`src/rtl/ram_rd_ctrl.sv`:
```
// ram_rd_ctrl: reads the single-sided FFT modulus spectrum back out of the
// spectrum RAM once the write side has finished. It keeps a running top-two
// list of local maxima and holds the two peaks plus a sticky done flag.
// Optional feature macro: PEAK_THRESH_EN. When it is defined, a peak must
// also reach MIN_AMP.
module ram_rd_ctrl #(
   parameter int          addr_300k = 2048,
   parameter int          RD_LAT    = 1,
   parameter int          SKIP_BINS = 2,
   parameter logic [15:0] MIN_AMP   = 16'd64
) (
   input  logic        clk,
   input  logic        rst_n,
   input  logic        wr_done,
   input  logic [15:0] rd_data,
   output logic        rd_en,
   output logic [11:0] rd_addr,
   output logic [11:0] peak1_addr,
   output logic [15:0] peak1_amp,
   output logic [11:0] peak2_addr,
   output logic [15:0] peak2_amp,
   output logic [1:0]  peak_num,
   output logic        rd_done
);

   typedef enum logic [1:0] {IDLE, READ, DRAIN, DONE} state_t;

   localparam logic [11:0] LAST_BIN = 12'(addr_300k - 1);
   localparam logic [11:0] LAST_M1  = 12'(addr_300k - 2);
   localparam logic [11:0] SKIP     = 12'(SKIP_BINS);

   state_t      state_q, state_d;
   logic        wr_q, wr_armed, wr_rise;
   logic [11:0] addr_q;
   logic        pipe_v   [RD_LAT];
   logic [11:0] pipe_bin [RD_LAT];
   logic        smp_v;
   logic [11:0] smp_bin;
   logic        cur_v;
   logic [11:0] cur_bin;
   logic [15:0] prev_amp, cur_amp;
   logic        thr_ok, is_peak;

   // wr_done edge detect; armed only after wr_done has been seen low since reset
   // NOTE: sequential state uses non-blocking (<=) so every register sees pre-edge values.
   always_ff @(posedge clk or negedge rst_n) begin
      if (!rst_n) begin
         wr_q     <= 1'b0;
         wr_armed <= 1'b0;
      end else begin
         wr_q     <= wr_done;
         wr_armed <= wr_armed | ~wr_done;
      end
   end

   assign wr_rise = wr_q & wr_armed;

   // FSM state register
   always_ff @(posedge clk or negedge rst_n) begin
      if (!rst_n) state_q <= IDLE;
      else        state_q <= state_d;
   end

   // Next-state and control outputs
   // NOTE: every output of this block gets a default first, so no latch is inferred.
   always_comb begin
      state_d = state_q;
      rd_en   = 1'b0;
      rd_done = 1'b0;
      case (state_q)
         IDLE:  if (wr_rise) state_d = READ;
         READ: begin
            rd_en = 1'b1;
            if (addr_q == LAST_BIN) state_d = DRAIN;
         end
         DRAIN: if (cur_v && cur_bin == LAST_BIN) state_d = DONE;
         DONE:  rd_done = 1'b1;
         default: state_d = IDLE;
      endcase
   end

   // Read address sweeps 0..addr_300k-1 once, then holds at the last bin
   always_ff @(posedge clk or negedge rst_n) begin
      if (!rst_n)                                    addr_q <= '0;
      else if (state_q == READ && addr_q != LAST_BIN) addr_q <= addr_q + 12'd1;
   end

   assign rd_addr = addr_q;

   // Valid flag and bin tag delayed to line up with the RAM read latency
   // NOTE: this small pipeline array is reset so stale valids cannot fire after a mid-scan reset.
   always_ff @(posedge clk or negedge rst_n) begin
      if (!rst_n) begin
         for (int i = 0; i < RD_LAT; i++) begin
            pipe_v[i]   <= 1'b0;
            pipe_bin[i] <= '0;
         end
      end else begin
         pipe_v[0]   <= rd_en;
         pipe_bin[0] <= addr_q;
         for (int i = 1; i < RD_LAT; i++) begin
            pipe_v[i]   <= pipe_v[i-1];
            pipe_bin[i] <= pipe_bin[i-1];
         end
      end
   end

   assign smp_v   = pipe_v[RD_LAT-1];
   assign smp_bin = pipe_bin[RD_LAT-1];

   // Window: prev/cur are registered, the live rd_data sample acts as next
   always_ff @(posedge clk or negedge rst_n) begin
      if (!rst_n) begin
         prev_amp <= '0;
         cur_amp  <= '0;
         cur_bin  <= '0;
         cur_v    <= 1'b0;
      end else if (smp_v) begin
         prev_amp <= cur_amp;
         cur_amp  <= rd_data;
         cur_bin  <= smp_bin;
         cur_v    <= 1'b1;
      end
   end

`ifdef PEAK_THRESH_EN
   assign thr_ok = (cur_amp >= MIN_AMP);
`else
   logic unused_min_amp;
   assign unused_min_amp = ^MIN_AMP;
   assign thr_ok         = 1'b1;
`endif

   // cur is a peak once its right neighbour is on rd_data
   assign is_peak = smp_v && cur_v && thr_ok
                    && (cur_bin >= SKIP) && (cur_bin >= 12'd1) && (cur_bin <= LAST_M1)
                    && (cur_amp > prev_amp) && (cur_amp >= rd_data);

   // Running top-two list; strict compares keep the lower bin on ties
   always_ff @(posedge clk or negedge rst_n) begin
      if (!rst_n) begin
         peak1_addr <= '0;
         peak1_amp  <= '0;
         peak2_addr <= '0;
         peak2_amp  <= '0;
         peak_num   <= '0;
      end else if (is_peak) begin
         if (cur_amp > peak1_amp) begin
            peak2_addr <= peak1_addr;
            peak2_amp  <= peak1_amp;
            peak1_addr <= cur_bin;
            peak1_amp  <= cur_amp;
         end else if (cur_amp > peak2_amp) begin
            peak2_addr <= cur_bin;
            peak2_amp  <= cur_amp;
         end
         if (peak_num != 2'd2) peak_num <= peak_num + 2'd1;
      end
   end

endmodule

```
`config.mk`:
```
export PLATFORM = sky130hd
export DESIGN_NAME = ram_rd_ctrl
export DESIGN_NICKNAME = d
export VERILOG_FILES = /design/src/rtl/ram_rd_ctrl.sv
export SDC_FILE = /design/constraint.sdc
export NUM_CORES = 1
export LEC_CHECK = 0
export BUFFER_PORTS_ARGS = -buffer_cell sky130_fd_sc_hd__buf_2
export CAP_MARGIN = 10
export CELL_PAD_IN_SITES_DETAIL_PLACEMENT = 1
export CELL_PAD_IN_SITES_GLOBAL_PLACEMENT = 2
export CORE_MARGIN = 2
export CORE_UTILIZATION = 39
export DETAILED_ROUTE_END_ITERATION = 12
export PLACE_DENSITY_LB_ADDON = 0.1
export RECOVER_POWER = 25
export REMOVE_ABC_BUFFERS = 1
export SLEW_MARGIN = 5
export SYNTH_ARGS = -nofsm -noshare
export SYNTH_HDL_FRONTEND = slang
export SYNTH_SLANG_ARGS = --single-unit
```
`constraint.sdc`:
```
create_clock -name clk -period 3.4 [get_ports clk]
set_clock_uncertainty 0.2 [all_clocks]
set_input_delay 0.51 -clock clk [delete_from_list [all_inputs] [get_ports clk]]
set_output_delay 0.51 -clock clk [all_outputs]
set_load 0.03 [all_outputs]
```
==> metrics.txt, run 1 <==
Post-Syn Instances 572; initial antenna violation count 0; worst-margin pin slew 2280 ps; Hold Fails Final Rpt 0; cell breakdown of the critical path buf_4 -> ha_1 -> a21o_1 -> nand3_1 -> a21oi_1 -> a211oi_1 -> buf_4 -> a22o_2 -> buf_4 -> mux2_2 -> mux2_4; VDD IR max 0.530 mV; Yosys top cell area share 48.4%; cts bufs inserted 17; filler instances roughly 1900; first-pass GRT wire length between 20 and 30 mm; Netlist cell types 45; hold path start wr_done; hpwl dp around 12 mm; routed vias/inst just over 5; critical path launch point type flop; Max FO, Critical Path 12; slowest CP cell dfrtp_1; ys async rst share 100%; Max-slew headroom -52.3%; chip height approximately 140 um; I/O Buffers 90; Residual DRC 0; Setup Slack @ Placement -102 ps; share of layout cells above drive strength 1 34.0%; RR Startpoint cur_amp[9]; Max stage delay on crit path 440 ps; hold_buf cts 0; synth top area cells dfrtp_1 (48%), ha_1 (13%), mux2_2 (13%), mux2i_1 (4.5%), inv_1 (3.6%); CTS tree yes; WS Path Type flop to flop; final WL approximately 17 mm; Fin Setup TNS 0 ps; Placer Congestion about 0.75; WP data arrival approximately 3300 ps; Synth Cell Area just under 0.007 mm^2; crit path capture peak2_addr[4]; vias in the first global route between 5000 and 6000; final setup fails 0; sequential share of the synthesized area slightly below 50%; top cell type by total area after synthesis dfrtp_1; I/O pins 91; crit path capture type flop; Layout area overhead 21.7%; leakage 0.00417 uW; Synth warnings 0; Total GRT Usage about a fifth; TritonRoute pass-1 iters 4; failing checks max-capacitance violations, max-slew violations; crit path time final 3200 ps; Final ANT Viol Nets 0; RR Endpoint peak2_addr[4]; Reg clk slew, reported paths 60 ps; flop2flop setup slack between 200 and 250 ps; initial DRC count ~140; clock sink count about 130; Die Area between 0.015 and 0.02 mm^2; via count of the routed design approximately 4700; R2R depth 11; largest net degree at the start of global routing 89; required time of the critical path between 3000 and 4000 ps; Avg WL per Cell between 15 and 20 um; Die W 136 um; Starting Density between 30 and 40%; final worst slack a little over 200 ps; max cap viols 1; RSZ-0062 raised after global routing no; register bit total from synthesis 132; Synth Flop Type dfrtp_1; Period Utilization, post-route between 90 and 100%; core area between 0.015 and 0.02 mm^2; ANT cells 0; Min-Delay Path Class input pin to flop; pwr dens ~1100 mW/mm^2; post-CTS setup buffers 0; FP Rows 48; crit path launch cur_amp[9]; clk_lat worst skew between 400 and 500 ps; CP dominant cell by count buf_4; leading cell type in the layout, fill and taps excluded dfrtp_1; most frequent cells in the layout dfrtp_1 (131), buf_2 (88), mux2_2 (77), ha_1 (71), inv_1 (66); Fmax approximately 310 MHz; EDFF count, synth 0; Syn Area/Cell around 12 um^2; # H-tree levels 4; Root Buffer clkbuf_16; total grt overflow 0; # nets final about 800; status finished, violations left; Slew Viols, Final just under 90; Bufs on Longest Clock Path 2
[flip-flops by register name, summed over array words and instances (netlist names)]
name and cells:
state_q 2, peak1_amp 16, prev_amp 16, wr_q 1, cur_v 1, peak2_amp 16
peak_num 2, peak2_addr 12, pipe_v 1, wr_armed 1, cur_amp 16, rd_addr 12
cur_bin 12, pipe_bin 12, peak1_addr 12
[cells by family after synthesis]
kind of cell	count (synthesis)	share of synthesized area (%)
DFF	132	48.4
muxes	113	18.4
and+or+nand+nor	92	6.89
buffers and inverters	80	5.11
AOI/OAI and AO/OA	72	6.69
adders and majority gates	71	13.0
xor gates and xnor gates	12	1.54
[per-layer routing]
metal	wire, um	track usage [%]	vias up	share of wire (%)
met2	8590	33.9	80	51
met5	0	0	-	0
li1	-	-	2259	-
met3	471	3.47	28	2.8
met4	379	8.16	0	2.2
met1	7560	23.3	2342	44
[cell type report]
class / instances / area (um^2) / share of cell area [%]
Clock buffer: 20 / 457 / 5.50
Inverter: 66 / 248 / 2.98
Multi-Input combinational cell: 361 / 3180 / 38.3
Tap cell: 225 / 282 / 3.39
Clock inverter: 12 / 130 / 1.57
Timing Repair Buffer: 120 / 699 / 8.42
Sequential cell: 132 / 3300 / 39.8
[repair_timing]
| action | in CTS | in global routing |
|---|---|---|
| cloned | 0 | 1 |
| setup endpoints to repair | 1 | 27 |
| resized for setup | 0 | 1 |
| pin swaps | 1 | 0 |
[cells in the mapped netlist, types with 3 or more instances]
cell type,count
o21ai_0,21
mux2_2,77
xnor2_1,8
dfrtp_1,132
inv_1,66
a21boi_0,3
mux2_4,5
nor3_1,3
nand2_1,34
mux2i_1,31
a21o_1,5
nor2b_1,4
a21oi_1,23
buf_6,4
xor2_1,4
nor2_1,12
a211oi_1,5
clkbuf_1,7
nand4_1,18
ha_1,71
nand3_1,8
[report_power, final]
part | internal, uW | switching, uW | leakage [uW] | total (uW)
clock | 1120 | 703 | 0.000286 | 1820
combinational | 1990 | 2730 | 0.00223 | 4720
sequential | 2160 | 465 | 0.00166 | 2630
[critical path, delay by kind of cell (launching register included)]
kind | cells | cell delay [ps]
multiplexers | 2 | 630
AO/OA/AOI/OAI | 4 | 810
flip-flops | 1 | 440
AND/OR/NAND/NOR | 1 | 80
adder cells (fa/ha/maj) | 1 | 290
buffers and inverters | 3 | 630
[through the flow]
| step | hold WS [ps] | cell area [um^2] | utilization [%] | total power [uW] | instances |
|---|---|---|---|---|---|
| 2_1_floorplan | 14.4 | 6720 | - | 5750 | 558 |
| 3_3_place_gp | 197 | 7710 | 44.9 | 7200 | 903 |
| 3_5_place_dp | 205 | 7710 | 44.9 | 7380 | 903 |
| 4_1_cts | 1.25 | 8300 | 48.3 | 9310 | 935 |
| 5_1_grt | 11.9 | 8300 | 48.3 | 9900 | 936 |
| 6_report | 28.3 | 8300 | 48.3 | 9170 | 936 |
[worst min-delay path by stage]
| stage | slack, ps | endpoint | cells past startpoint |
|---|---|---|---|
| finish | 30 | wr_q | 1 |
| detailed placement | 210 | pipe_bin[7] | 0 |
| CTS | 1 | cur_amp[9] | 1 |
| global placement | 200 | pipe_bin[7] | 0 |
| global route | 10 | wr_q | 1 |
| floorplan | 10 | cur_amp[0] | 0 |
(Power assumes the default switching activity.)
==> run 2: changes to the inputs <==
--- a/config.mk
+++ b/config.mk
@@ -14,8 +14,6 @@
 export DETAILED_ROUTE_END_ITERATION = 12
 export PLACE_DENSITY_LB_ADDON = 0.1
 export RECOVER_POWER = 25
-export REMOVE_ABC_BUFFERS = 1
-export SLEW_MARGIN = 5
 export SYNTH_ARGS = -nofsm -noshare
 export SYNTH_HDL_FRONTEND = slang
 export SYNTH_SLANG_ARGS = --single-unit
==> metrics.txt, run 2 (synthesis gave the netlist of run 1 again) <==
crit path capture type flop; Min-Delay Path Class input pin to flop; clk_lat worst skew 420 ps (about the same); WS Path Type flop to flop; leakage 0.00415 uW (-0.45%); pwr dens 1110 mW/mm^2 (+0.13%); Starting Density 39.7% (unchanged); Clk pwr share 20.3% (+0.4 points); VDD IR max 0.510 mV (-3.7%); initial DRC count 145 (+6.6%); leading cell type in the layout, fill and taps excluded dfrtp_1; vias in the first global route 5153 (-0.39%); Net Switching 3950 uW (+1.5%); largest net degree at the start of global routing 66 (-26%); filler instances 1862 (-1.0%); TritonRoute pass-1 iters 4 (unchanged); failing checks max-capacitance violations, max-slew violations; Reg clk slew, reported paths 60 ps (about the same); final WL 17.3 mm (+1.9%); I/O Buffers 90 (unchanged); via count of the routed design 4775 (+1.4%); status finished, violations left; cts bufs inserted 17 (unchanged); Bufs on Longest Clock Path 2 (unchanged); Slew Viols, Final 65 (-27%); Die Area 0.0186 mm^2 (unchanged); worst-margin pin slew 1810 ps (-479 ps); ANT cells 0 (unchanged); I/O pins 91 (unchanged); final worst slack 257 ps (+55.1 ps); Gate power share 50.5% (-1.0 points); max cap viols 1 (unchanged); CTS tree yes; part of the power in registers 29.2% (+0.6 points); Layout area overhead 21.3%; Die W 136 um (unchanged); Root Buffer clkbuf_16; Residual DRC 0 (unchanged); Fmax 318 MHz (+1.8%); required time of the critical path 3500 ps (about the same); Max FO, Critical Path 16 (+4); final setup fails 0 (unchanged); Syn Nets approximately 660; clock sink count 132 (unchanged); Final ANT Viol Nets 0 (unchanged); crit path time final 3140 ps (-55.1 ps); Hold Fails Final Rpt 0 (unchanged); routed vias/inst 5.13 (+2.1%); Period Utilization, post-route 92.4% (-1.6 points); FP Rows 48 (unchanged); final core utilization 48.2% (-0.15 points); most frequent cells in the layout dfrtp_1 (131), buf_2 (88), mux2_2 (77), ha_1 (71), inv_1 (66); initial antenna violation count 0 (unchanged); Total GRT Usage 20.0% (+0.61 points); chip height 136 um (unchanged); share of layout cells above drive strength 1 33.3% (-0.70 points); critical path launch point type flop; post-CTS setup buffers 0 (unchanged); Internal 5200 uW (-1.4%); sw frac 43.2% (+0.71 points); Max-slew headroom -20.4% (+32 points); Avg WL per Cell 18.6 um (+2.5%); core area 0.0172 mm^2 (unchanged); hpwl dp 12.4 mm (+2.4%); WP data arrival 3240 ps (-60 ps); # nets final 782 (-0.76%); RSZ-0062 raised after global routing no; total grt overflow 0 (unchanged); Setup Slack @ Placement -51.5 ps (+50.7 ps); first-pass GRT wire length 28.0 mm (+3.1%); Min Hold Slack 127 ps (+98.4 ps); Placer Congestion 0.747 (-0.21%); # H-tree levels 4 (unchanged)
run 2: changes by cell type in the layout (fill, tap and decap cells not counted), sizes merged:
cell / before / now
inv: 67 / 73
nor2: 14 / 13
buf: 118 / 110
clkbuf: 22 / 20
clkinv: 7 / 4
dlygate4sd3: 0 / 2
run 2: final timing paths:
path	from	endpoint	slack (ps)	cells past startpoint
min in group asynchronous	rst_n	peak2_amp[8]	900	2
max in group asynchronous	rst_n	pipe_v	880	2
min reg2reg	rd_addr[7]	pipe_bin[7]	210	0
max reg2reg	cur_amp[2]	peak2_addr[2]	260	10
max	cur_amp[2]	peak2_addr[2]	260	10
min	rd_data[0]	cur_amp[0]	130	3
run 2: power groups by stage:
stage | clock (uW) | sequential, uW | combinational (uW)
5_1_grt | 1980 | 2760 | 5140
6_report | 1860 | 2670 | 4620
3_5_place_dp | 0 | 2710 | 4640
3_3_place_gp | 0 | 2680 | 4480
2_1_floorplan | 0 | 3180 | 2680
4_1_cts | 1910 | 2690 | 4690
run 2: worst max-delay path: stages, from the launching register on:
cell      delay (ps)
dfrtp_1          400
buf_4            170
ha_1             290
a211o_1          290
a31oi_1          240
o21ai_1          230
a211oi_1         420
or3_4            240
a21oi_4           50
buf_12           190
mux2_4           300
run 2: cell type report:
cell class	instances	area, um^2	area share [%]
inverters	66	248	2.99
flip-flops and latches	132	3300	39.9
repair buffers	115	677	8.18
clock buffers	17	425	5.14
clock inverters	15	170	2.06
multi-input cells	360	3170	38.3
well taps	225	282	3.40
run 2: routing by layer:
layer / wire [um] / global-route usage, % / up-vias
met2: 8840 / 34.0 / 83
met1: 7690 / 25.2 / 2421
met4: 225 / 6.25 / 0
met5: 0 / 0 / -
li1: - / - / 2257
met3: 570 / 4.55 / 14
run 2: stage by stage:
step           TNS, ps  instances  total power [uW]  area [um^2]
6_report             0        930              9150         8280
5_1_grt              0        930              9880         8280
4_1_cts              0        930              9290         8290
3_5_place_dp     -1240        896              7340         7670
3_3_place_gp      -215        896              7170         7670
2_1_floorplan        0        572              5860         6830
run 2: timing repair:
action	4_1_cts	5_1_grt
endpoints found under the setup margin	0	47
endpoints found under the hold margin	64	0
hold buffers	2	0
gates resized for setup	0	1
==> run 3: changes to the inputs <==
--- a/config.mk
+++ b/config.mk
@@ -5,6 +5,7 @@
 export SDC_FILE = /design/constraint.sdc
 export NUM_CORES = 1
 export LEC_CHECK = 0
+export ABC_CLOCK_PERIOD_IN_PS = 3000
 export BUFFER_PORTS_ARGS = -buffer_cell sky130_fd_sc_hd__buf_2
 export CAP_MARGIN = 10
 export CELL_PAD_IN_SITES_DETAIL_PLACEMENT = 1
@@ -12,6 +13,7 @@
 export CORE_MARGIN = 2
 export CORE_UTILIZATION = 39
 export DETAILED_ROUTE_END_ITERATION = 12
+export GPL_ROUTABILITY_DRIVEN = 0
 export PLACE_DENSITY_LB_ADDON = 0.1
 export RECOVER_POWER = 25
 export SYNTH_ARGS = -nofsm -noshare
==> constraint.sdc (replaced) <==
create_clock -name clk -period 3 [get_ports clk]
set_clock_uncertainty 0.2 [all_clocks]
set_input_delay 0.45 -clock clk [delete_from_list [all_inputs] [get_ports clk]]
set_output_delay 0.45 -clock clk [all_outputs]
set_load 0.03 [all_outputs]
==> metrics.txt, run 3 (synthesis gave the netlist of run 1 again) <==
cell total after placement 903 (+0.78%); Die W 136 um (unchanged); WP data arrival 2970 ps (-270 ps); largest net degree at the start of global routing 65 (-1.5%); vias in the first global route 5149 (-0.078%); Slew Viols, Final 64 (-1.5%); critical path launch point type flop; final setup fails 0 (unchanged); initial antenna violation count 0 (unchanged); leakage 0.00421 uW (+1.5%); WS Path Type flop to flop; I/O Buffers 90 (unchanged); VDD IR max 0.566 mV (+11%); Total Power 10500 uW (+15%); hold path start rd_data[0]; clk_lat worst skew 420 ps (about the same); crit path capture type flop; via count of the routed design 4737 (-0.80%); Syn Nets 662 (unchanged); dpl cell area 0.00775 mm^2 (+1.0%); share of layout cells above drive strength 1 34.4% (+1.1 points); RR Startpoint cur_amp[15]; crit path time final 2870 ps (-274 ps); flop2flop setup slack 130 ps (-130 ps); FP Rows 48 (unchanged); chip height 136 um (unchanged); Reg clk slew, reported paths 60 ps (about the same); fin area 0.00840 mm^2 (+1.5%); required time of the critical path 3100 ps (-400 ps); Residual DRC 0 (unchanged); cts bufs inserted 17 (unchanged); core area 0.0172 mm^2 (unchanged); # nets final 789 (+0.90%); first-pass GRT wire length 27.6 mm (-1.4%); I/O pins 91 (unchanged); Die Area 0.0186 mm^2 (unchanged); Layout area overhead 23.1%; final WL 16.9 mm (-2.5%); total grt overflow 0 (unchanged); leading cell type in the layout, fill and taps excluded dfrtp_1; RSZ-0062 raised after global routing no; hpwl dp 12.3 mm (-0.29%); status finished, violations left; post-CTS setup buffers 0 (unchanged); Period Utilization, post-route 95.6% (+3.2 points); clock sink count 132 (unchanged); Max FO, Critical Path 18 (+2); Root Buffer clkbuf_16; RR Endpoint peak1_amp[6]; hold endpoint cur_amp[0]; pwr dens 1250 mW/mm^2 (+13%); CTS tree yes; Total GRT Usage 19.7% (-0.28 points); Max-slew headroom -16.6% (+3.8 points); Fmax 349 MHz (+9.5%); worst-margin pin slew 1750 ps (-56.9 ps); hold path depth 3 (unchanged); failing checks max-capacitance violations, max-slew violations; Min-Delay Path Class input pin to flop; Bufs on Longest Clock Path 2 (unchanged); Starting Density 39.7% (unchanged); TritonRoute pass-1 iters 4 (unchanged); Min Hold Slack 83.2 ps (-43.5 ps); # H-tree levels 4 (unchanged); most frequent cells in the layout dfrtp_1 (131), buf_2 (88), mux2_2 (77), ha_1 (71), inv_1 (66); ANT cells 0 (unchanged); initial DRC count 99 (-32%); Avg WL per Cell 18.0 um (-3.3%); routed vias/inst 5.06 (-1.5%); Setup Slack @ Placement -177 ps (-126 ps); R2R depth 10 (unchanged); max cap viols 1 (unchanged); Hold Fails Final Rpt 0 (unchanged); final worst slack 131 ps (-126 ps); Final ANT Viol Nets 0 (unchanged); Post-Layout Cell Count 937 (+0.75%)
-- run 3: changes by cell type in the layout (fill, tap and decap cells not counted), sizes merged --
cell / delta
buf: +7
bufinv: +1
clkbuf: +1
clkinv: -2
clkinvlp: -1
inv: +1
-- run 3: cell type report --
cell class | instances | area, um^2
Multi-Input combinational cell | 360 | 3190
Tap cell | 225 | 282
Clock inverter | 14 | 185
Clock buffer | 18 | 439
Inverter | 66 | 248
Sequential cell | 132 | 3300
Timing Repair Buffer | 122 | 754
Fill cell | 1874 | 8780
-- run 3: critical path: stages (launching register included) --
cell	delay, ps
dfrtp_1	380
buf_4	170
ha_1	310
nand4_1	150
nor2_1	260
o31ai_1	130
a22o_2	270
buf_12	170
nor2_4	170
buf_12	180
mux2_2	350
-- run 3: what timing repair did --
action                     4_1_cts  5_1_grt
hold endpoints to repair        64        0
pin swaps                        0        1
resized for setup                2        2
hold buffers                     2        0
setup endpoints to repair       54       52
-- run 3: power by group --
group	internal (uW)	switching, uW
clock	1350	857
combinational	2290	3080
sequential	2450	512
-- run 3: layer usage --
layer,global-route usage [%],part of all wire (%),up-vias
met1,25.0,45,2360
met3,3.80,2.7,22
met5,0,0,-
met4,6.77,1.7,0
met2,33.5,51,84
li1,-,-,2271
-- run 3: worst max-delay path by stage --
stage / startpoint / end / slack [ps] / depth (start not counted)
2_1_floorplan: peak1_amp[1] / peak2_addr[3] / 80 / 11
3_3_place_gp: rd_data[7] / peak2_addr[8] / -150 / 11
3_5_place_dp: rd_data[7] / peak2_addr[11] / -180 / 11
4_1_cts: cur_amp[2] / peak2_addr[4] / 20 / 10
5_1_grt: cur_amp[1] / peak2_amp[8] / 3 / 11
6_report: cur_amp[15] / peak1_amp[6] / 130 / 10
-- run 3: through the flow --
step | utilization, % | TNS, ps
2_1_floorplan | - | 0
3_3_place_gp | 45.1 | -6260
3_5_place_dp | 45.1 | -7530
4_1_cts | 48.9 | 0
5_1_grt | 48.9 | 0
6_report | 48.9 | 0
